$ cat config.mk
export PLATFORM = sky130hd
export DESIGN_NAME = regm_wb_arbiter
export DESIGN_NICKNAME = d
export VERILOG_FILES = /design/src/rtl/regm_wb_arbiter.sv
export SDC_FILE = /design/constraint.sdc
export NUM_CORES = 1
export LEC_CHECK = 0
export CAP_MARGIN = 40
export CORE_UTILIZATION = 36
export DETAILED_ROUTE_END_ITERATION = 16
export PLACE_DENSITY_LB_ADDON = 0.3
export SLEW_MARGIN = 20
export SYNTH_ARGS = -nofsm -noshare
export SYNTH_HDL_FRONTEND = slang
export SYNTH_SLANG_ARGS = --single-unit
$ cat constraint.sdc
create_clock -name clk -period 2.7 [get_ports clk]
set_input_delay 0.405 -clock clk [delete_from_list [all_inputs] [get_ports clk]]
set_output_delay 0.405 -clock clk [all_outputs]
set_load 0.05 [all_outputs]
$ cat src/rtl/regm_wb_arbiter.sv
// Write-back arbiter for the single regm write port: fixed priority with age-based promotion.
// Optional WB_ARB_STATS_EN adds per-requester grant counters and a conflict counter.
module regm_wb_arbiter #(
    parameter int NREQ     = 3,
    parameter int DW       = 32,
    parameter int AW       = 5,
    parameter int MAX_WAIT = 4
) (
    input  logic                 clk,
    input  logic                 rst,
    input  logic                 wb_hold,
    input  logic [NREQ-1:0]      req_valid,
    input  logic [NREQ*AW-1:0]   req_reg,
    input  logic [NREQ*DW-1:0]   req_data,
    output logic [NREQ-1:0]      req_ready,
    output logic                 wr_en,
    output logic [AW-1:0]        wr_reg,
    output logic [DW-1:0]        wr_data
`ifdef WB_ARB_STATS_EN
    ,
    output logic [NREQ*16-1:0]   stat_grants,
    output logic [15:0]          stat_conflicts
`endif
);

    localparam int AGW = $clog2(MAX_WAIT + 1);
    localparam logic [AGW-1:0] AGE_MAX = AGW'(MAX_WAIT);

    logic [AGW-1:0] age [NREQ];
    logic [NREQ-1:0] grant;
    logic            any_grant;
    logic            multi_valid;
    logic [AW-1:0]   sel_reg;
    logic [DW-1:0]   sel_data;

    // Promoted (aged-out) requesters win over base priority; lowest index breaks ties.
    always_comb begin
        logic        starved;
        logic        found;
        int unsigned sidx;
        int unsigned lidx;
        int unsigned nvalid;
        starved  = 1'b0;
        found    = 1'b0;
        sidx     = 0;
        lidx     = 0;
        nvalid   = 0;
        grant    = '0;
        sel_reg  = '0;
        sel_data = '0;
        for (int unsigned i = 0; i < NREQ; i++) begin
            if (req_valid[i]) begin
                nvalid = nvalid + 1;
                if (!found) begin
                    found = 1'b1;
                    lidx  = i;
                end
                if (!starved && age[i] == AGE_MAX) begin
                    starved = 1'b1;
                    sidx    = i;
                end
            end
        end
        if (!rst && !wb_hold && found)
            grant[starved ? sidx : lidx] = 1'b1;
        for (int unsigned i = 0; i < NREQ; i++) begin
            if (grant[i]) begin
                sel_reg  = req_reg[i*AW +: AW];
                sel_data = req_data[i*DW +: DW];
            end
        end
        any_grant   = |grant;
        multi_valid = (nvalid >= 2);
    end

    assign req_ready = grant;

    always_ff @(posedge clk) begin
        for (int unsigned i = 0; i < NREQ; i++) begin
            if (rst)
                age[i] <= '0;
            else if (!wb_hold) begin
                if (!req_valid[i] || grant[i])
                    age[i] <= '0;
                else if (age[i] != AGE_MAX)
                    age[i] <= age[i] + 1'b1;
            end
        end
    end

    // Address/data hold their last value when idle; only wr_en drops.
    always_ff @(posedge clk) begin
        if (rst) begin
            wr_en   <= 1'b0;
            wr_reg  <= '0;
            wr_data <= '0;
        end else if (any_grant) begin
            wr_en   <= (sel_reg != '0);
            wr_reg  <= sel_reg;
            wr_data <= sel_data;
        end else begin
            wr_en   <= 1'b0;
        end
    end

`ifdef WB_ARB_STATS_EN
    // No grant is issued during hold, so gating on grant also freezes the counters.
    always_ff @(posedge clk) begin
        if (rst) begin
            stat_grants    <= '0;
            stat_conflicts <= '0;
        end else begin
            for (int unsigned i = 0; i < NREQ; i++) begin
                if (grant[i])
                    stat_grants[i*16 +: 16] <= stat_grants[i*16 +: 16] + 16'd1;
            end
            if (any_grant && multi_valid)
                stat_conflicts <= stat_conflicts + 16'd1;
        end
    end
`endif

endmodule

==> results of run 1 <==
==> final timing paths <==
kind               startpoint            to  slack, ns  cells past startpoint
setup reg to reg    age[1][0]   wr_data[25]       0.39                      8
hold reg to reg   wr_data[24]   wr_data[24]       0.44                      2
setup / recovery    age[1][0]  req_ready[1]       0.19                      6
hold / removal    wr_data[24]   wr_data[24]       0.44                      2
==> stage by stage <==
step / utilization (%) / std cells / instance area [sq um] / power [mW] / setup WS [ns]
2_1_floorplan: - / 285 / 2380 / 1.14 / 0.651
3_3_place_gp: 64.6 / 515 / 4130 / 1.48 / 0.130
3_5_place_dp: 64.8 / 516 / 4140 / 1.49 / 0.204
4_1_cts: 66.5 / 524 / 4250 / 2.01 / 0.181
5_1_grt: 66.5 / 524 / 4250 / 2.08 / 0.0362
6_report: 66.5 / 524 / 4250 / 1.99 / 0.194
==> worst max-delay path, stage by stage (launching register included) <==
cell	delay (ns)
edfxtp_1	0.44
inv_1	0.08
ha_1	0.17
and2_1	0.23
o2bb2ai_2	0.17
and3_2	0.50
buf_12	0.20
==> metal layers <==
metal	wire, microns	vias to the layer above	global-route usage, %
met5	0	-	0
met4	184	0	8.62
met3	672	14	6.76
met2	4190	115	42.8
met1	3060	1235	26.7
li1	-	1340	-
==> area by class of cell <==
| class | count | area [sq um] |
|---|---|---|
| clock buffer | 6 | 72.6 |
| clock inverter | 2 | 36.3 |
| fill | 525 | 2140 |
| inverter | 10 | 37.5 |
| multi-input combinational | 210 | 1230 |
| sequential | 47 | 1030 |
| tap | 77 | 96.3 |
| timing repair buffer | 172 | 1740 |
==> cells by family (layout without fill, tap and decap cells) <==
kind of cell | after synthesis | count (layout)
compound gates | 81 | 81
mux | 1 | 1
simple gates | 121 | 121
xor+xnor | 1 | 1
buf+inv | 28 | 190
fa+ha+maj | 6 | 6
flops | 47 | 47
==> placed cells by master, fill, tap and decap left out, drive strengths merged <==
cell,n
nand2,91
o31a,1
nor2,8
a21boi,1
a21oi,4
nor3,3
inv,11
o21bai,2
a221oi,5
nor4,1
a222oi,12
dfxtp,38
clkdlybuf4s50,154
nor4b,1
buf,18
nand4,3
and3,5
bufinv,1
o21ai,35
or3,1
xnor2,1
nand2b,1
or2,1
ha,6
mux2i,1
o2bb2ai,20
nor2b,2
edfxtp,9
and2,2
clkbuf,6
nand3,2
a21o,1
==> where the power goes <==
part	leakage (nW)	switching [mW]	internal, mW
Combinational	1.23	0.350	0.314
Sequential	0.413	0.0327	0.776
Clock	0.0557	0.239	0.277
==> parameters.txt, run 1 <==
Parameter                              Value

Run status
  Status    finished, final reports clean

Detailed routing
  Drt drc    0
  Wire length reported by the detailed router    8.10 mm
  Count of nets left with antenna violations after detail routing    0
  Total number of vias    2704
  Avg Vias per Cell    5.16
  DRC marker count from the first detailed-route iteration    201
  First drt pass iteration count    6
  Wire length per cell after detailed routing    15.5 microns

Yosys
  Leading post-synthesis cells by instance count    91 x nand2_1, 38 x dfxtp_1, 28 x o21ai_0
  Proportion of synthesized area in mux cells    0.420%
  Area share of fa/ha/maj cells after synthesis    3.15%
  Xor and xnor fraction of the mapped netlist area    0.367%
  Synth Net Count    408
  Number of warnings printed during yosys synthesis    0
  Library cell with the largest summed area after synthesis    dfxtp_1
  Top post-synthesis cells by area    dfxtp_1 32%, nand2_1 14%, edfxtp_1 11%, o2bb2ai_1 7.0%, o21ai_0 5.9%
  Dominant combinational cell family by area after synthesis    compound AO/OA/AOI/OAI gates
  Most common cell in the netlist    nand2_1
  Part of the Yosys area used for sequential elements    43.3%
  Number of storage elements in the synthesis netlist    47
  Synthesized instance count    285
  Top flip-flop cell by instance count after synthesis    dfxtp_1
  Cell Area, Synth    2380 sq um
  Post-Syn Area per Cell    8.36 sq um
  Synthesized-area fraction occupied by ao, oa, aoi and oai cells    25.7%
  Ys async rst share    0%
  Number of synthesized flops with an enable pin    9
  Number of distinct library cells after synthesis    37
  Simple-gate share of the synthesized area    21.8%
  Share of the synthesized area in the top cell type    31.9%

Die
  IO Count    158
  Die Width    83.4 microns
  Total core area    6390 sq um
  Initial cell density of the core    37.3%
  Num rows    29
  Total die area    6950 sq um
  Die height    83.4 microns

Clock tree
  Clock transition at the registers of the reported paths    0.09 ns
  Clock tree from TritonCTS    yes
  Quantity of hold-fixing buffers added after cts    0
  Count of cells resized by post-cts repair    0
  Cts bufs inserted    5
  Number of clock sinks    47
  Post-CTS Setup Inserts    0
  Latest clock arrival within the worst-skew pair    0.30 ns
  H-tree level count    2
  Clock buffer depth    2
  Clock root buffer    clkbuf_8

STA
  Crit share post-route    92.8%
  Count of pins over their slew limit    0
  Slew of the pin with the lowest slew margin    0.668 ns
  Worst-case hold slack    0.438 ns
  Final hold violation count    0
  Fin crit period    2.51 ns
  Setup violators final    0
  Max Clock Freq    399 MHz
  Worst slew margin    55.4%
  Summed negative setup slack over all endpoints    0 ns
  Clk_skew    0.0124 ns
  Setup repair after global routing missed its margin    no

Layout
  Final layout net count    569
  Ant. Diodes    0
  Share of layout cells above drive strength 1    8.72%
  Number of flip-flops under the largest register name    32
  Area added between synthesis and finish    78.2%

Setup path
  Category of the worst setup path launch point    register
  Start-to-end type of the worst setup path    register to primary output
  Maximum fanout along the worst path    14
  Worst path arrival time    2.10 ns
  Kind of end point of the critical path    primary output
  Required time worst endpoint    2.30 ns

Place
  Count of input and output buffers    157
  Dpl hpwl    6.24 mm
  Global placer's final weighted congestion    0.812

Power and ir drop
  Maximum vdd ir drop    0.000279 V
  Leak    1.70 nW
  Power density over the cells    468 nW/um^2

Global routing
  Number of global-route vias before repair    2765
  First-pass GRT wire length    13.3 mm
  Largest net degree at the start of global routing    28
  Antenna violations before repair    0
  Global router's overall resource usage    23.8%
  Overflow left after global routing    0

Hold path
  HP Class    register to register

Job
  Max cap viols    0
Note: power is estimated with default switching activity, not from simulation.
==> run 2, diff against run 1 <==
--- a/config.mk
+++ b/config.mk
@@ -8,6 +8,7 @@
 export CAP_MARGIN = 40
 export CORE_UTILIZATION = 36
 export DETAILED_ROUTE_END_ITERATION = 16
+export GPL_TIMING_DRIVEN = 1
 export PLACE_DENSITY_LB_ADDON = 0.3
 export SLEW_MARGIN = 20
 export SYNTH_ARGS = -nofsm -noshare
==> constraint.sdc (replaced) <==
create_clock -name clk -period 2.7 [get_ports clk]
set_input_delay 0.405 -clock clk [delete_from_list [all_inputs] [get_ports clk]]
set_output_delay 0.405 -clock clk [all_outputs]
set_load 0.1 [all_outputs]
==> run 2 against run 1 <==
Clock-buffer cell count down 1. Final cell count down 1.1%. Hold slack better by 0.0016 ns. Clock skew down 0.0033 ns. Maximum frequency down 0.21%. Die area unchanged. Highest routed layer unchanged.
==> parameters.txt, run 2 (synthesized netlist as in run 1, its figures left out) <==
Parameter                              Value

Run status
  Status    finished, final reports clean (unchanged)

Clock tree
  Clock tree from TritonCTS    yes (unchanged)
  Cts bufs inserted    5 (unchanged)
  Quantity of hold-fixing buffers added after cts    0 (unchanged)
  Clock buffer depth    2 (unchanged)
  Count of cells resized by post-cts repair    0 (unchanged)
  Post-CTS Setup Inserts    0 (unchanged)
  Number of clock sinks    47 (unchanged)
  Latest clock arrival within the worst-skew pair    0.30 ns (about the same)
  H-tree level count    2 (unchanged)
  Clock transition at the registers of the reported paths    0.09 ns (about the same)
  Clock root buffer    clkbuf_8 (unchanged)

Layout
  Number of flip-flops under the largest register name    32 (unchanged)
  Most frequent cells in the layout    116 x clkdlybuf4s50_1, 91 x nand2_1, 47 x buf_4, 38 x dfxtp_1, 28 x o21ai_0 (was 154 x clkdlybuf4s50_1, 91 x nand2_1, 38 x dfxtp_1, 28 x o21ai_0, 19 x o2bb2ai_1)
  Most common library cell in the layout ignoring fill and taps    clkdlybuf4s50_1 (unchanged)
  Final layout net count    563 (was 569)
  Final Instance Area    4050 sq um (was 4250 sq um)
  Filler instances    570 (was 525)
  Sequential cell area in the final layout    1030 sq um (unchanged)
  Share of layout cells above drive strength 1    15.9% (was 8.72%)
  Ant. Diodes    0 (unchanged)
  Non-filler instance count after layout    518 (was 524)
  Combined area of the multi-input logic cells    1230 sq um (unchanged)
  Area added between synthesis and finish    70.0% (was 78.2%)

STA
  Worst setup slack after layout    0.189 ns (was 0.194 ns)
  Slew of the pin with the lowest slew margin    0.658 ns (was 0.668 ns)
  Worst slew margin    56.1% (was 55.4%)
  Setup repair after global routing missed its margin    no (unchanged)
  Count of pins over their slew limit    0 (unchanged)
  Crit share post-route    93.0% (was 92.8%)
  Setup violators final    0 (unchanged)
  Fin crit period    2.51 ns (about the same)
  Final hold violation count    0 (unchanged)
  Summed negative setup slack over all endpoints    0 ns (unchanged)
  Clk_skew    0.00909 ns (was 0.0124 ns)
  Max Clock Freq    398 MHz (was 399 MHz)

Die
  Die Width    83.4 microns (unchanged)
  Initial cell density of the core    37.3% (unchanged)
  Num rows    29 (unchanged)
  Total core area    6390 sq um (unchanged)
  IO Count    158 (unchanged)
  Die height    83.4 microns (unchanged)
  Total die area    6950 sq um (unchanged)

Place
  Count of input and output buffers    157 (unchanged)
  Dpl hpwl    6.18 mm (was 6.24 mm)
  Setup slack after placement    0.346 ns (was 0.204 ns)
  Instance area at placement    3970 sq um (was 4140 sq um)
  Inst Count DP    510 (was 516)
  Global placer's final weighted congestion    0.892 (was 0.812)

Detailed routing
  Wire length per cell after detailed routing    15.4 microns (was 15.5 microns)
  Drt drc    0 (unchanged)
  Wire length reported by the detailed router    7.99 mm (was 8.10 mm)
  First drt pass iteration count    6 (unchanged)
  DRC marker count from the first detailed-route iteration    125 (was 201)
  Avg Vias per Cell    5.23 (was 5.16)
  Total number of vias    2709 (was 2704)
  Count of nets left with antenna violations after detail routing    0 (unchanged)

Setup path
  Category of the worst setup path launch point    register (unchanged)
  Start-to-end type of the worst setup path    register to primary output (unchanged)
  Kind of end point of the critical path    primary output (unchanged)
  Required time worst endpoint    2.30 ns (about the same)
  Maximum fanout along the worst path    12 (was 14)
  Worst path arrival time    2.11 ns (was 2.10 ns)

Power and ir drop
  Power density over the cells    508 nW/um^2 (was 468 nW/um^2)
  Leak    1.72 nW (was 1.70 nW)
  Maximum vdd ir drop    0.000327 V (was 0.000279 V)

Hold path
  HP Class    register to register (unchanged)

Global routing
  Global router's overall resource usage    23.5% (was 23.8%)
  Overflow left after global routing    0 (unchanged)
  First-pass GRT wire length    13.0 mm (was 13.3 mm)
  Number of global-route vias before repair    2695 (was 2765)
  Antenna violations before repair    0 (unchanged)
  Largest net degree at the start of global routing    25 (was 28)

Job
  Max cap viols    0 (unchanged)
## run 2: metal layers
layer  track usage, %  vias to the layer above  part of all wire, %
li1                 -                     1329                    -
met1             28.2                     1248                   41
met4             10.0                        0                  3.0
met5                0                        -                    0
met3             4.87                       18                  6.2
met2             40.5                      114                   50
## run 2: through the flow
step / hold WS [ns] / total power [mW] / utilization (%)
6_report: 0.439 / 2.06 / 63.4
5_1_grt: 0.466 / 2.14 / 63.4
4_1_cts: 0.441 / 2.08 / 63.4
3_5_place_dp: 0.429 / 1.66 / 62.1
3_3_place_gp: 0.426 / 1.65 / 62.1
2_1_floorplan: 0.504 / 1.35 / -
## run 2: layout make-up
class / instances / area share, %
clock inverter: 3 / 0.340
tap: 77 / 2.38
multi-input combinational: 210 / 30.4
timing repair buffer: 166 / 38.9
clock buffer: 5 / 1.70
inverter: 10 / 0.926
sequential: 47 / 25.4
## run 2: final timing paths
kind / endpoint / cells past startpoint / slack (ns) / startpoint
setup / recovery: req_ready[2] / 7 / 0.19 / age[1][0]
hold / removal: wr_data[2] / 2 / 0.44 / wr_data[2]
setup reg to reg: wr_en / 8 / 0.47 / age[1][0]
hold reg to reg: wr_data[2] / 2 / 0.44 / wr_data[2]
## run 2: power by group
part / internal, mW / switching, mW / total, mW / leakage, nW
logic: 0.285 / 0.551 / 0.835 / 1.26
clock network: 0.177 / 0.235 / 0.412 / 0.0435
registers: 0.776 / 0.0347 / 0.811 / 0.413
## run 2: worst max-delay path: stages (launching register included)
cell      delay (ns)
edfxtp_1        0.39
inv_1           0.06
ha_1            0.21
and2_1          0.22
o21ai_1         0.23
nand4_1         0.20
inv_2           0.29
buf_12          0.22
==> run 3, diff against run 2 <==
--- a/config.mk
+++ b/config.mk
@@ -9,7 +9,7 @@
 export CORE_UTILIZATION = 36
 export DETAILED_ROUTE_END_ITERATION = 16
 export GPL_TIMING_DRIVEN = 1
-export PLACE_DENSITY_LB_ADDON = 0.3
+export PLACE_DENSITY = 0.81
 export SLEW_MARGIN = 20
 export SYNTH_ARGS = -nofsm -noshare
 export SYNTH_HDL_FRONTEND = slang
==> run 3 against run 2 <==
Sequential cell count is the same. Clock skew shrank 0.0023 ns. Clock-buffer cell count grew 1. Maximum frequency shrank 1.0%. Critical path depth is the same. Final cell count is the same.
==> parameters.txt, run 3 (synthesized netlist as in run 1, its figures left out) <==
Parameter                              Value

Clock tree
  Post-CTS Setup Inserts    0 (unchanged)
  Clock buffer depth    2 (unchanged)
  Clock transition at the registers of the reported paths    0.08 ns (was 0.09 ns)
  Cts bufs inserted    5 (unchanged)
  Clock root buffer    clkbuf_8 (unchanged)
  H-tree level count    2 (unchanged)
  Number of clock sinks    47 (unchanged)
  Latest clock arrival within the worst-skew pair    0.30 ns (about the same)
  Count of cells resized by post-cts repair    0 (unchanged)
  Clock tree from TritonCTS    yes (unchanged)
  Quantity of hold-fixing buffers added after cts    0 (unchanged)

Global routing
  Antenna violations before repair    0 (unchanged)
  Overflow left after global routing    0 (unchanged)
  First-pass GRT wire length    12.9 mm (was 13.0 mm)
  Largest net degree at the start of global routing    22 (was 25)
  Number of global-route vias before repair    2667 (was 2695)
  Global router's overall resource usage    23.3% (was 23.5%)

Layout
  Area added between synthesis and finish    71.4% (was 70.0%)
  Share of layout cells above drive strength 1    15.6% (was 15.9%)
  Most common library cell in the layout ignoring fill and taps    clkdlybuf4s50_1 (unchanged)
  Sequential cell area in the final layout    1030 sq um (unchanged)
  Final layout net count    563 (unchanged)
  Number of flip-flops under the largest register name    32 (unchanged)
  Ant. Diodes    0 (unchanged)
  Filler instances    536 (was 570)
  Non-filler instance count after layout    518 (unchanged)
  Combined area of the multi-input logic cells    1230 sq um (about the same)
  Most frequent cells in the layout    116 x clkdlybuf4s50_1, 91 x nand2_1, 44 x buf_4, 38 x dfxtp_1, 28 x o21ai_0 (was 116 x clkdlybuf4s50_1, 91 x nand2_1, 47 x buf_4, 38 x dfxtp_1, 28 x o21ai_0)

STA
  Summed negative setup slack over all endpoints    0 ns (unchanged)
  Setup repair after global routing missed its margin    no (unchanged)
  Crit share post-route    94.0% (was 93.0%)
  Final hold violation count    0 (unchanged)
  Setup violators final    0 (unchanged)
  Fin crit period    2.54 ns (was 2.51 ns)
  Clk_skew    0.00678 ns (was 0.00909 ns)
  Max Clock Freq    394 MHz (was 398 MHz)
  Count of pins over their slew limit    0 (unchanged)
  Worst slew margin    54.4% (was 56.1%)
  Slew of the pin with the lowest slew margin    0.685 ns (was 0.658 ns)

Setup path
  Kind of end point of the critical path    primary output (unchanged)
  Start-to-end type of the worst setup path    register to primary output (unchanged)
  Worst-path cell chain    inv_1 > ha_1 > and2_1 > o2bb2ai_2 > and3_1 > buf_12 > buf_12 (was inv_1 > ha_1 > and2_1 > o21ai_1 > nand4_1 > inv_2 > buf_12)
  Worst-case reg-to-reg path depth    8 (unchanged)
  CP Depth    7 (unchanged)
  Slowest cell on crit path    edfxtp_1 (unchanged)
  Top cell by count, worst path    buf_12
  Critical path's largest stage delay    0.43 ns (was 0.39 ns)
  Worst path arrival time    2.13 ns (was 2.11 ns)
  Required time worst endpoint    2.30 ns (about the same)
  Top cell family by delay on the critical path    simple AND/OR/NAND/NOR gates (was buffers and inverters)
  Total buffers and inverters traversed by the critical path    3 (unchanged)
  Category of the worst setup path launch point    register (unchanged)
  Maximum fanout along the worst path    21 (was 12)

Die
  Total core area    6390 sq um (unchanged)
  IO Count    158 (unchanged)
  Num rows    29 (unchanged)
  Initial cell density of the core    37.3% (unchanged)
  Die Width    83.4 microns (unchanged)
  Die height    83.4 microns (unchanged)
  Total die area    6950 sq um (unchanged)

Power and ir drop
  Power density over the cells    506 nW/um^2 (was 508 nW/um^2)
  Clock network fraction of total power    20.1% (was 20.0%)
  Pwr Total    2.07 mW (was 2.06 mW)
  Part of the power in combinational logic    40.7% (was 40.6%)
  Net switching power of the design    820 uW (was 821 uW)
  Net switching share of the total power    39.6% (was 39.9%)
  Maximum vdd ir drop    0.000366 V (was 0.000327 V)
  Sequential share of power    39.2% (was 39.4%)
  Leak    1.73 nW (was 1.72 nW)
  Internal Power    1.25 mW (was 1.24 mW)

Place
  Dpl hpwl    6.12 mm (was 6.18 mm)
  Global placer's final weighted congestion    0.835 (was 0.892)
  Inst Count DP    510 (unchanged)
  Count of input and output buffers    157 (unchanged)

Detailed routing
  Drt drc    0 (unchanged)
  Total number of vias    2732 (was 2709)
  Avg Vias per Cell    5.27 (was 5.23)
  Count of nets left with antenna violations after detail routing    0 (unchanged)
  Wire length reported by the detailed router    7.98 mm (was 7.99 mm)
  First drt pass iteration count    6 (unchanged)
  Wire length per cell after detailed routing    15.4 microns (about the same)
  DRC marker count from the first detailed-route iteration    181 (was 125)

Hold path
  HP Class    register to register (unchanged)
  Number of cells on the worst hold path    2 (unchanged)

Run status
  Status    finished, final reports clean (unchanged)

Job
  Max cap viols    0 (unchanged)
-- run 3: metal layers --
metal | GRT usage (%) | vias to the layer above | share of wire [%]
li1 | - | 1328 | -
met1 | 27.5 | 1245 | 39
met2 | 41.4 | 147 | 51
met3 | 6.06 | 12 | 8.6
met4 | 6.58 | 0 | 1.6
met5 | 0 | - | 0
-- run 3: layout make-up --
type / count / share of cell area [%]
Clock buffer: 6 / 1.78
Clock inverter: 2 / 0.276
Inverter: 10 / 0.919
Multi-Input combinational cell: 210 / 30.0
Sequential cell: 47 / 25.2
Tap cell: 77 / 2.36
Timing Repair Buffer: 166 / 39.4
-- run 3: power by group through the flow --
stage,logic [mW],registers (mW),clock network [mW]
after floorplan,0.145,1.20,0
after global placement,0.836,0.823,0
after detailed placement,0.844,0.825,0
after CTS,0.845,0.810,0.428
after global routing,0.879,0.818,0.462
final,0.843,0.810,0.416
-- run 3: final timing paths --
kind	start	end	slack (ns)
worst max-delay path	age[1][0]	req_ready[1]	0.16
worst min register to register	wr_data[1]	wr_data[1]	0.44
worst max register to register	age[1][0]	wr_data[25]	0.47
worst min-delay path	wr_data[1]	wr_data[1]	0.44
-- run 3: tightest hold or removal path, delay by kind of cell (launching register included) --
family	cells	cell delay (ns)
DFF	1	0.32
and+or+nand+nor	2	0.09
-- run 3: stage by stage --
step           util (%)  hold slack (ns)  instance area, sq um  setup WS (ns)
5_1_grt            64.0            0.458                  4090         0.0169
4_1_cts            64.0            0.443                  4090          0.165
3_3_place_gp       62.7            0.426                  4000          0.374
6_report           64.0            0.439                  4090          0.163
2_1_floorplan         -            0.504                  2380          0.502
3_5_place_dp       62.7            0.431                  4000          0.316
